--- config.mk ---
export PLATFORM = sky130hd
export DESIGN_NAME = memory_be_init
export DESIGN_NICKNAME = d
export VERILOG_FILES = /design/src/rtl/memory_pkg.sv /design/src/rtl/mem_rd_pipe.sv /design/src/rtl/memory_be_init.sv
export SDC_FILE = /design/constraint.sdc
export NUM_CORES = 1
export LEC_CHECK = 0
export BUFFER_PORTS_ARGS = -buffer_cell sky130_fd_sc_hd__buf_2
export CORE_MARGIN = 4
export CORE_UTILIZATION = 55
export CTS_CLUSTER_DIAMETER = 50
export DETAILED_ROUTE_END_ITERATION = 8
export PLACE_DENSITY = 0.85
export SLEW_MARGIN = 40
export SYNTH_ARGS = -nofsm -noshare
export SYNTH_HDL_FRONTEND = slang
export SYNTH_SLANG_ARGS = --single-unit
--- constraint.sdc ---
create_clock -name clk_i -period 3.3 [get_ports clk_i]
set_clock_uncertainty 0.1 [all_clocks]
set_input_delay 0.33 -clock clk_i [delete_from_list [all_inputs] [get_ports clk_i]]
set_output_delay 0.33 -clock clk_i [all_outputs]
set_load 0.05 [all_outputs]
--- src/rtl/memory_pkg.sv ---
// Shared types and constants for the byte-enabled, self-clearing memory block.
package memory_pkg;

  typedef enum logic [0:0] {
    ST_INIT = 1'b0,
    ST_RUN  = 1'b1
  } state_e;

  localparam int MAX_RD_LATENCY = 4;
  localparam int BYTE_W         = 8;

endpackage

--- src/rtl/mem_rd_pipe.sv ---
// Read-response delay line carrying {valid, err, data} behind the array register.
module mem_rd_pipe
  import memory_pkg::*;
#(
  parameter int DATA_WIDTH = 32,
  parameter int STAGES     = 0
) (
  input  logic                  clk_i,
  input  logic                  rst_i,
  input  logic                  valid_i,
  input  logic                  err_i,
  input  logic [DATA_WIDTH-1:0] data_i,
  output logic                  valid_o,
  output logic                  err_o,
  output logic [DATA_WIDTH-1:0] data_o
);

  generate
    if (STAGES == 0) begin : g_bypass
      assign valid_o = valid_i;
      assign err_o   = err_i;
      assign data_o  = data_i;
    end else begin : g_pipe
      logic [STAGES-1:0]     valid_q;
      logic [STAGES-1:0]     err_q;
      logic [DATA_WIDTH-1:0] data_q [STAGES];

      // Shift stages; data only moves with a valid beat so the tail holds the last read
      always_ff @(posedge clk_i) begin
        if (rst_i) begin
          valid_q <= '0;
          err_q   <= '0;
          for (int i = 0; i < STAGES; i++) begin
            data_q[i] <= '0;
          end
        end else begin
          valid_q[0] <= valid_i;
          err_q[0]   <= err_i;
          if (valid_i) begin
            data_q[0] <= data_i;
          end
          for (int i = 1; i < STAGES; i++) begin
            valid_q[i] <= valid_q[i-1];
            err_q[i]   <= err_q[i-1];
            if (valid_q[i-1]) begin
              data_q[i] <= data_q[i-1];
            end
          end
        end
      end

      assign valid_o = valid_q[STAGES-1];
      assign err_o   = err_q[STAGES-1];
      assign data_o  = data_q[STAGES-1];
    end
  endgenerate

endmodule

--- src/rtl/memory_be_init.sv ---
// Single-port memory with byte strobes, pipelined reads, range checking and a
// post-reset clear sweep that writes INIT_VALUE to every word.
module memory_be_init
  import memory_pkg::*;
#(
  parameter int                    DATA_WIDTH = 32,
  parameter int                    DEPTH      = 16,
  parameter int                    ADDR_WIDTH = $clog2(DEPTH),
  parameter int                    RD_LATENCY = 1,
  parameter logic [DATA_WIDTH-1:0] INIT_VALUE = '0,
  parameter int                    STRB_WIDTH = DATA_WIDTH / BYTE_W
) (
  input  logic                  clk_i,
  input  logic                  rst_i,
  input  logic                  valid_i,
  output logic                  ready_o,
  input  logic                  wr_rd_en_i,
  input  logic [ADDR_WIDTH-1:0] addr_i,
  input  logic [DATA_WIDTH-1:0] wdata_i,
  input  logic [STRB_WIDTH-1:0] wstrb_i,
  output logic [DATA_WIDTH-1:0] rdata_o,
  output logic                  rvalid_o,
  output logic                  err_o,
  output logic                  init_done_o
);

  localparam logic [ADDR_WIDTH-1:0] LAST_ADDR = ADDR_WIDTH'(DEPTH - 1);
  localparam logic [ADDR_WIDTH:0]   DEPTH_EXT = (ADDR_WIDTH + 1)'(DEPTH);

  logic [DATA_WIDTH-1:0] mem_q [DEPTH];
  state_e                state_q, state_d;
  logic [ADDR_WIDTH-1:0] cnt_q, cnt_d;
  logic                  s1_valid_q, s1_err_q, wr_err_q;
  logic [DATA_WIDTH-1:0] s1_data_q;
  logic                  in_range_s, accept_s, rd_acc_s, wr_acc_s, wr_bad_s, sweep_we_s;
  logic [DATA_WIDTH-1:0] rd_word_s, wmerge_s;
  logic                  pipe_valid_s, pipe_err_s;
  logic [DATA_WIDTH-1:0] pipe_data_s;

  // A full power-of-two array cannot be addressed out of range
  generate
    if (DEPTH == (1 << ADDR_WIDTH)) begin : g_full_range
      assign in_range_s = 1'b1;
    end else begin : g_part_range
      assign in_range_s = ({1'b0, addr_i} < DEPTH_EXT);
    end
  endgenerate

  assign ready_o     = (state_q == ST_RUN);
  assign init_done_o = (state_q == ST_RUN);
  assign accept_s    = valid_i & ready_o;
  assign rd_acc_s    = accept_s & ~wr_rd_en_i;
  assign wr_acc_s    = accept_s & wr_rd_en_i & (|wstrb_i) & in_range_s;
  assign wr_bad_s    = accept_s & wr_rd_en_i & (|wstrb_i) & ~in_range_s;
  assign sweep_we_s  = ~rst_i & (state_q == ST_INIT);
  assign rd_word_s   = mem_q[addr_i];

  // Sweep counter and INIT/RUN sequencing
  always_comb begin
    state_d = state_q;
    cnt_d   = cnt_q;
    case (state_q)
      ST_INIT: begin
        if (cnt_q == LAST_ADDR) begin
          state_d = ST_RUN;
          cnt_d   = '0;
        end else begin
          cnt_d = cnt_q + 1'b1;
        end
      end
      ST_RUN: begin
        state_d = ST_RUN;
      end
      default: begin
        state_d = ST_INIT;
        cnt_d   = '0;
      end
    endcase
  end

  // Byte-lane merge of the incoming word over the stored word
  always_comb begin
    wmerge_s = rd_word_s;
    for (int n = 0; n < STRB_WIDTH; n++) begin
      if (wstrb_i[n]) begin
        wmerge_s[n*BYTE_W +: BYTE_W] = wdata_i[n*BYTE_W +: BYTE_W];
      end else begin
        wmerge_s[n*BYTE_W +: BYTE_W] = rd_word_s[n*BYTE_W +: BYTE_W];
      end
    end
  end

  // Control and response registers
  always_ff @(posedge clk_i) begin
    if (rst_i) begin
      state_q    <= ST_INIT;
      cnt_q      <= '0;
      s1_valid_q <= 1'b0;
      s1_err_q   <= 1'b0;
      s1_data_q  <= '0;
      wr_err_q   <= 1'b0;
    end else begin
      state_q    <= state_d;
      cnt_q      <= cnt_d;
      s1_valid_q <= rd_acc_s;
      s1_err_q   <= rd_acc_s & ~in_range_s;
      wr_err_q   <= wr_bad_s;
      if (rd_acc_s) begin
        s1_data_q <= in_range_s ? rd_word_s : '0;
      end
    end
  end

  // Storage array: the sweep has priority, it only runs while no request can be accepted
  always_ff @(posedge clk_i) begin
    if (sweep_we_s) begin
      mem_q[cnt_q] <= INIT_VALUE;
    end else if (wr_acc_s) begin
      mem_q[addr_i] <= wmerge_s;
    end
  end

  mem_rd_pipe #(
    .DATA_WIDTH (DATA_WIDTH),
    .STAGES     (RD_LATENCY - 1)
  ) u_rd_pipe (
    .clk_i   (clk_i),
    .rst_i   (rst_i),
    .valid_i (s1_valid_q),
    .err_i   (s1_err_q),
    .data_i  (s1_data_q),
    .valid_o (pipe_valid_s),
    .err_o   (pipe_err_s),
    .data_o  (pipe_data_s)
  );

  assign rvalid_o = pipe_valid_s;
  assign rdata_o  = pipe_data_s;
  assign err_o    = (pipe_valid_s & pipe_err_s) | wr_err_q;

endmodule
======== Yosys cells after proc, flatten, opt, wreduce, memory -nomap -nowiden ========
Memories as Yosys holds them, arrays and structs flattened.
Index checks and enable logic that the tools add are counted.
cells by class
  equal/unequal tests ..................... 1
  divide/modulo/power cells ............... 0
  order comparisons ....................... 0
  add/sub/neg operators ................... 1
  $mul .................................... 0
  bitwise operators ....................... 8
  shift-type cells ........................ 0
  mux-type cells .......................... 15
  reduce and logical (&&, ||, !) cells .... 2
operators by type and width
  kind                                          number
  2-to-1 mux 32 bit                             1
  2-to-1 mux 8 bit                              4
  OR reduction 32 bit                           1
  2-to-1 mux 4 bit                              2
  2-to-1 mux 1 bit                              7
  AND 1 bit                                     5
  adder 4 x 1 -> 4 bit (second input constant)  1
  == test 4 bit (second input constant)         1
  OR reduction 4 bit                            1
  inverter 1 bit                                3
  case mux 1 bit (2 select lines)               1
word-level totals
  memories ................................ 1
  memory bits (read-only) ................. 0
  RAM bits ................................ 512
  register bits ........................... 38
  latch bits .............................. 0
  logic and storage cells ................. 32
memory list
  memory  depth  bits a word  read ports  clocked after Yosys merged registers in  wr ports  line                  source
  mem_q   16     32           1           0                                        1         memory_be_init.sv:30  logic [DATA_WIDTH-1:0] mem_q [DEPTH];

======== Longest topological paths before layout ========
  word-level depth ........................ 8
  mapped depth ............................ 8

======== By module ========
Synthesis repeated with hierarchy kept, for this count alone.
second synthesis, totals
  cells, all modules ...................... 1,217
  area, all modules ....................... 22,555.4 µm²
modules (own cells, without submodules)
  module          sequential area each (µm²)  area an instance (µm²)  instances  cells an instance
  memory_be_init  16,135.5                    22,300.1                1          1,183
  mem_rd_pipe     0.0                         255.2                   1          34

======== Worst setup path after synthesis ========
OpenSTA, ideal clock, no wires.
  kind .................................... reg2reg
  start ................................... register state_q, in the netlist init_done_o
  end ..................................... memory mem_q[7][0] (enable)
  buffers on the path ..................... 2
  setup slack ............................. -0.347 ns
  cell stages (with the launch flop) ...... 7
  arrival time ............................ 3.126 ns
  library setup time ...................... 0.421 ns
  required time ........................... 2.779 ns
  cell sequence ........................... dfxtp_1 buf_2 nand3_1 or2_2 buf_2 mux2_2 nor2_1
between the ends
  cells in the longest elaborated chain, start to end .. 8
RTL lines
  what                                                                          line                   source
  start: declaration                                                            memory_be_init.sv:31   state_e state_q, state_d;
  start signal: assignment                                                      memory_be_init.sv:103  state_q <= state_d;
  AND 1 bit                                                                     memory_be_init.sv:51   assign accept_s = valid_i & ready_o;
  AND 1 bit (2 in series)                                                       --
  2-to-1 mux 1 bit                                                              memory_be_init.sv:118  end else if (wr_acc_s) begin
  2-to-1 mux 1 bit                                                              memory_be_init.sv:116  if (sweep_we_s) begin
  2-to-1 mux 1 bit (implied by the code)                                        memory_be_init.sv:119  mem_q[addr_i] <= wmerge_s;
  OR reduction 32 bit (no source line)                                          --
  2-to-1 mux 4 bit (no source line) / 2-to-1 mux 1 bit (equally long branches)  --
  end: declaration                                                              memory_be_init.sv:30
Several ways; a longest one is shown, not always the timed one.

======== Worst setup path after layout ========
  start ................................... register state_q, in the netlist init_done_o
  end ..................................... memory mem_q[12][7] (enable)
The elaborated chain is that of the path after synthesis.

==> flow_summary.yaml <==
timing:
  setup_viol: 0
  layout_worst_path_cycle_share_pct: 89.0
  hold_viol: 0
  fin_setup_tns_ns: 0
  slew_headroom_pct: 53.4
  layout_setup_ws_ns: 0.364
  rsz0062_at_grt: "no"
  worst_pin_slew_ns: 0.685
  drv_slew: 0
  layout_min_cycle_time_ns: 2.94
  fmax_mhz: 341
  holdWs_ns: 0.138
die:
  num_rows: 72
  io_pins: 80
  die_area_um2: 42400
  die_y_um: 206
  die_x_um: 206
  core_um2: 38700
  start_util_pct: 55.7
critical_path:
  start_kind: "flip-flop"
  cpPeakStageDelay_ns: 0.55
  crit_slowest_cell: "nor2_4"
  arrival_ns: 3.13
  worstPathCellList: "nand3_1, or2_2, buf_4, mux2i_2, nor2_4, buf_12"
  cp.required_ns: 3.50
  worstSetupStartpoint: "init_done_o"
  crit_type: "flip-flop to flip-flop"
  r2r_start: "init_done_o"
  cp_max_fo: 13
  critical_path.endpoint_type: "flip-flop"
clock_tree:
  clock_latency_ns: 0.59
  numCtsBuffers: 55
  postCtsSetupBuffers: 0
  cts.sinks: 550
  cts-root-buf: "clkbuf_16"
  clk_path_buf_depth: 3
  path_clk_slew_ns: 0.06
  htreeDepth: 2
  cts_tree: "done"
drt:
  drc: 0
  wl_met2_um: 25200
  vias: 11800
  drt-total-wl_um: 51600
  dr.pass1.iters: 7
  via_per_inst: 6.41
  initialDrtViolationCount: 1402
  wl_per_cell_um: 28.0
  routed.top_layer: "met5"
  wl_met3_um: 5490
  ant_nets: 0
  drt-met1-wl_um: 19400
cells_and_area:
  finalInstanceArea_um2: 25000
  nNetsFinal: 1320
  finalNonFillerCells: 1841
  areaGrowthSynthToFinish_pct: 15.7
  final_layout_size_suffix_gt1_share_pct: 24.3
  fin_util_pct: 64.4
global_routing:
  grt_pass1_vias: 11900
  grt_use_total_pct: 24.5
  grt_max_degree: 58
  grt_pass1_wl_um: 76800
  antenna_found_initial: 2
  overflow: 0
yosys:
  ys_seq_area_share_pct: 74.8
  postSynthAreaPerCell_um2: 18.8
  synth_area_um2: 21600
  syn_inst: 1145
  synth.net_count: 1190
  synth_ff_type: "edfxtp_1"
  synth_cell_type_count: 43
  synth_seq_cells: 550
  synthArstFlopShare_pct: 0
  ys.warnings.count: 0
  synth-edff-count: 512
placed_design:
  dp.cells: 1734
  numPortBuffers: 78
  place_congestion: 0.816
  dp_slack_ns: 0.309
  dpl-instance-area_um2: 23100
  dp_hpwl_um: 29900
power:
  comb_power_share_pct: 5.0
  total_power_mw: 14.4
  pwr-share-seq_pct: 52.8
  ir_drop_v: 0.000383
  p_leak_nw: 9.25
  p_int_mw: 11.4
  netSwitchingPower_mw: 3.09
  p_per_area_nw_per_um2: 579
  p_sw_share_pct: 21.4
  clock_power_share_pct: 42.2
min_path:
  min_path_type: "input pin to flip-flop"
  holdCritStartpoint: "wdata_i[6]"
run_status:
  status: "finished clean"
flow_run:
  cap_violations: 0
layout by cell type (no fill, tap or decap), types with 3 or more instances in the layout:
cell type and count:
edfxtp_1 512, mux2i_1 133, buf_2 76, nor2_1 70
mux4_2 62, clkbuf_16 57, a221o_1 55, o21a_1 54
buf_4 43, dfxtp_1 38, a22o_1 29, o22ai_1 25
nor2_4 18, buf_12 17, clkinv_2 15, clkinv_1 12
clkbuf_1 9, nand2b_1 8, a221oi_1 7, inv_6 6
clkbuf_8 6, buf_16 6, a2bb2oi_1 5, a211oi_1 5
a21oi_1 5, o2bb2ai_1 5, a32oi_1 4, buf_8 4
nor2b_1 3, inv_1 3, nand2_1 3
state kept, by name, indices dropped and copies added (netlist names):
register and count:
cnt_q 4, init_done_o 1, mem_q 512, s1_data_q 32
s1_valid_q 1
layer usage:
layer | GRT usage, % | vias to the layer above
met5 | 0 | -
met4 | 7.39 | 2
met3 | 6.04 | 115
met2 | 39.4 | 707
met1 | 33.8 | 6019
li1 | - | 4961
synthesized netlist by cell type, drive strengths merged (5+ instances only):
library cell / instances / area, um^2
clkinv: 5 / 18.8
clkbuf: 32 / 120
o22ai: 25 / 156
nand2b: 8 / 50.1
a21oi: 5 / 25.0
nor2: 88 / 330
dfxtp: 38 / 761
a221oi: 7 / 61.3
a211oi: 5 / 37.5
edfxtp: 512 / 15400
mux2i: 135 / 1350
o21a: 54 / 405
o2bb2ai: 5 / 43.8
buf: 42 / 363
mux4: 62 / 1400
a22o: 29 / 254
a2bb2oi: 5 / 43.8
a221o: 55 / 551
cell families after synthesis:
family / synth area share [%]
other: 0.0174
buffers and inverters: 2.40
AOI/OAI and AO/OA: 7.69
and+or+nand+nor: 2.16
muxes: 12.8
DFF: 74.8
xor gates and xnor gates: 0.0406
adders and majority gates: 0.0580
layout make-up:
class / count / area [um^2]
Sequential cell: 550 / 16100
Antenna cell: 2 / 5.00
Tap cell: 518 / 648
Multi-Input combinational cell: 512 / 5070
Inverter: 9 / 35.0
Timing Repair Buffer: 147 / 1280
Clock buffer: 72 / 1540
Clock inverter: 31 / 241
Fill cell: 2491 / 13800
worst max-delay path: cells and delay by family, from the launching register on:
| kind | cells | cell delay (ns) |
|---|---|---|
| buffers and inverters | 2 | 0.44 |
| flip-flops | 1 | 0.53 |
| multiplexers | 1 | 0.28 |
| AND/OR/NAND/NOR | 3 | 1.27 |
power by group through the flow:
stage / Combinational [mW] / Clock [mW] / Sequential [mW]
2_1_floorplan: 0.449 / 0 / 7.76
3_3_place_gp: 0.675 / 0 / 7.76
3_5_place_dp: 0.696 / 0 / 7.77
4_1_cts: 0.711 / 6.13 / 7.62
5_1_grt: 0.754 / 6.47 / 7.62
6_report: 0.722 / 6.10 / 7.62
path summary, 6_finish.rpt:
path	slack, ns	cells after the start	endpoint
setup / recovery	0.36	6	mem_q[12][7]
hold / removal	0.14	3	mem_q[0][6]
setup reg to reg	0.36	6	mem_q[12][7]
hold reg to reg	0.36	1	s1_data_q[20]
what timing repair did:
item                      in CTS  in global routing
hold endpoints to repair       5                  0
hold buffers                   1                  0
resized for setup              0                  0
No activity file was read; power rests on OpenSTA's default activity.
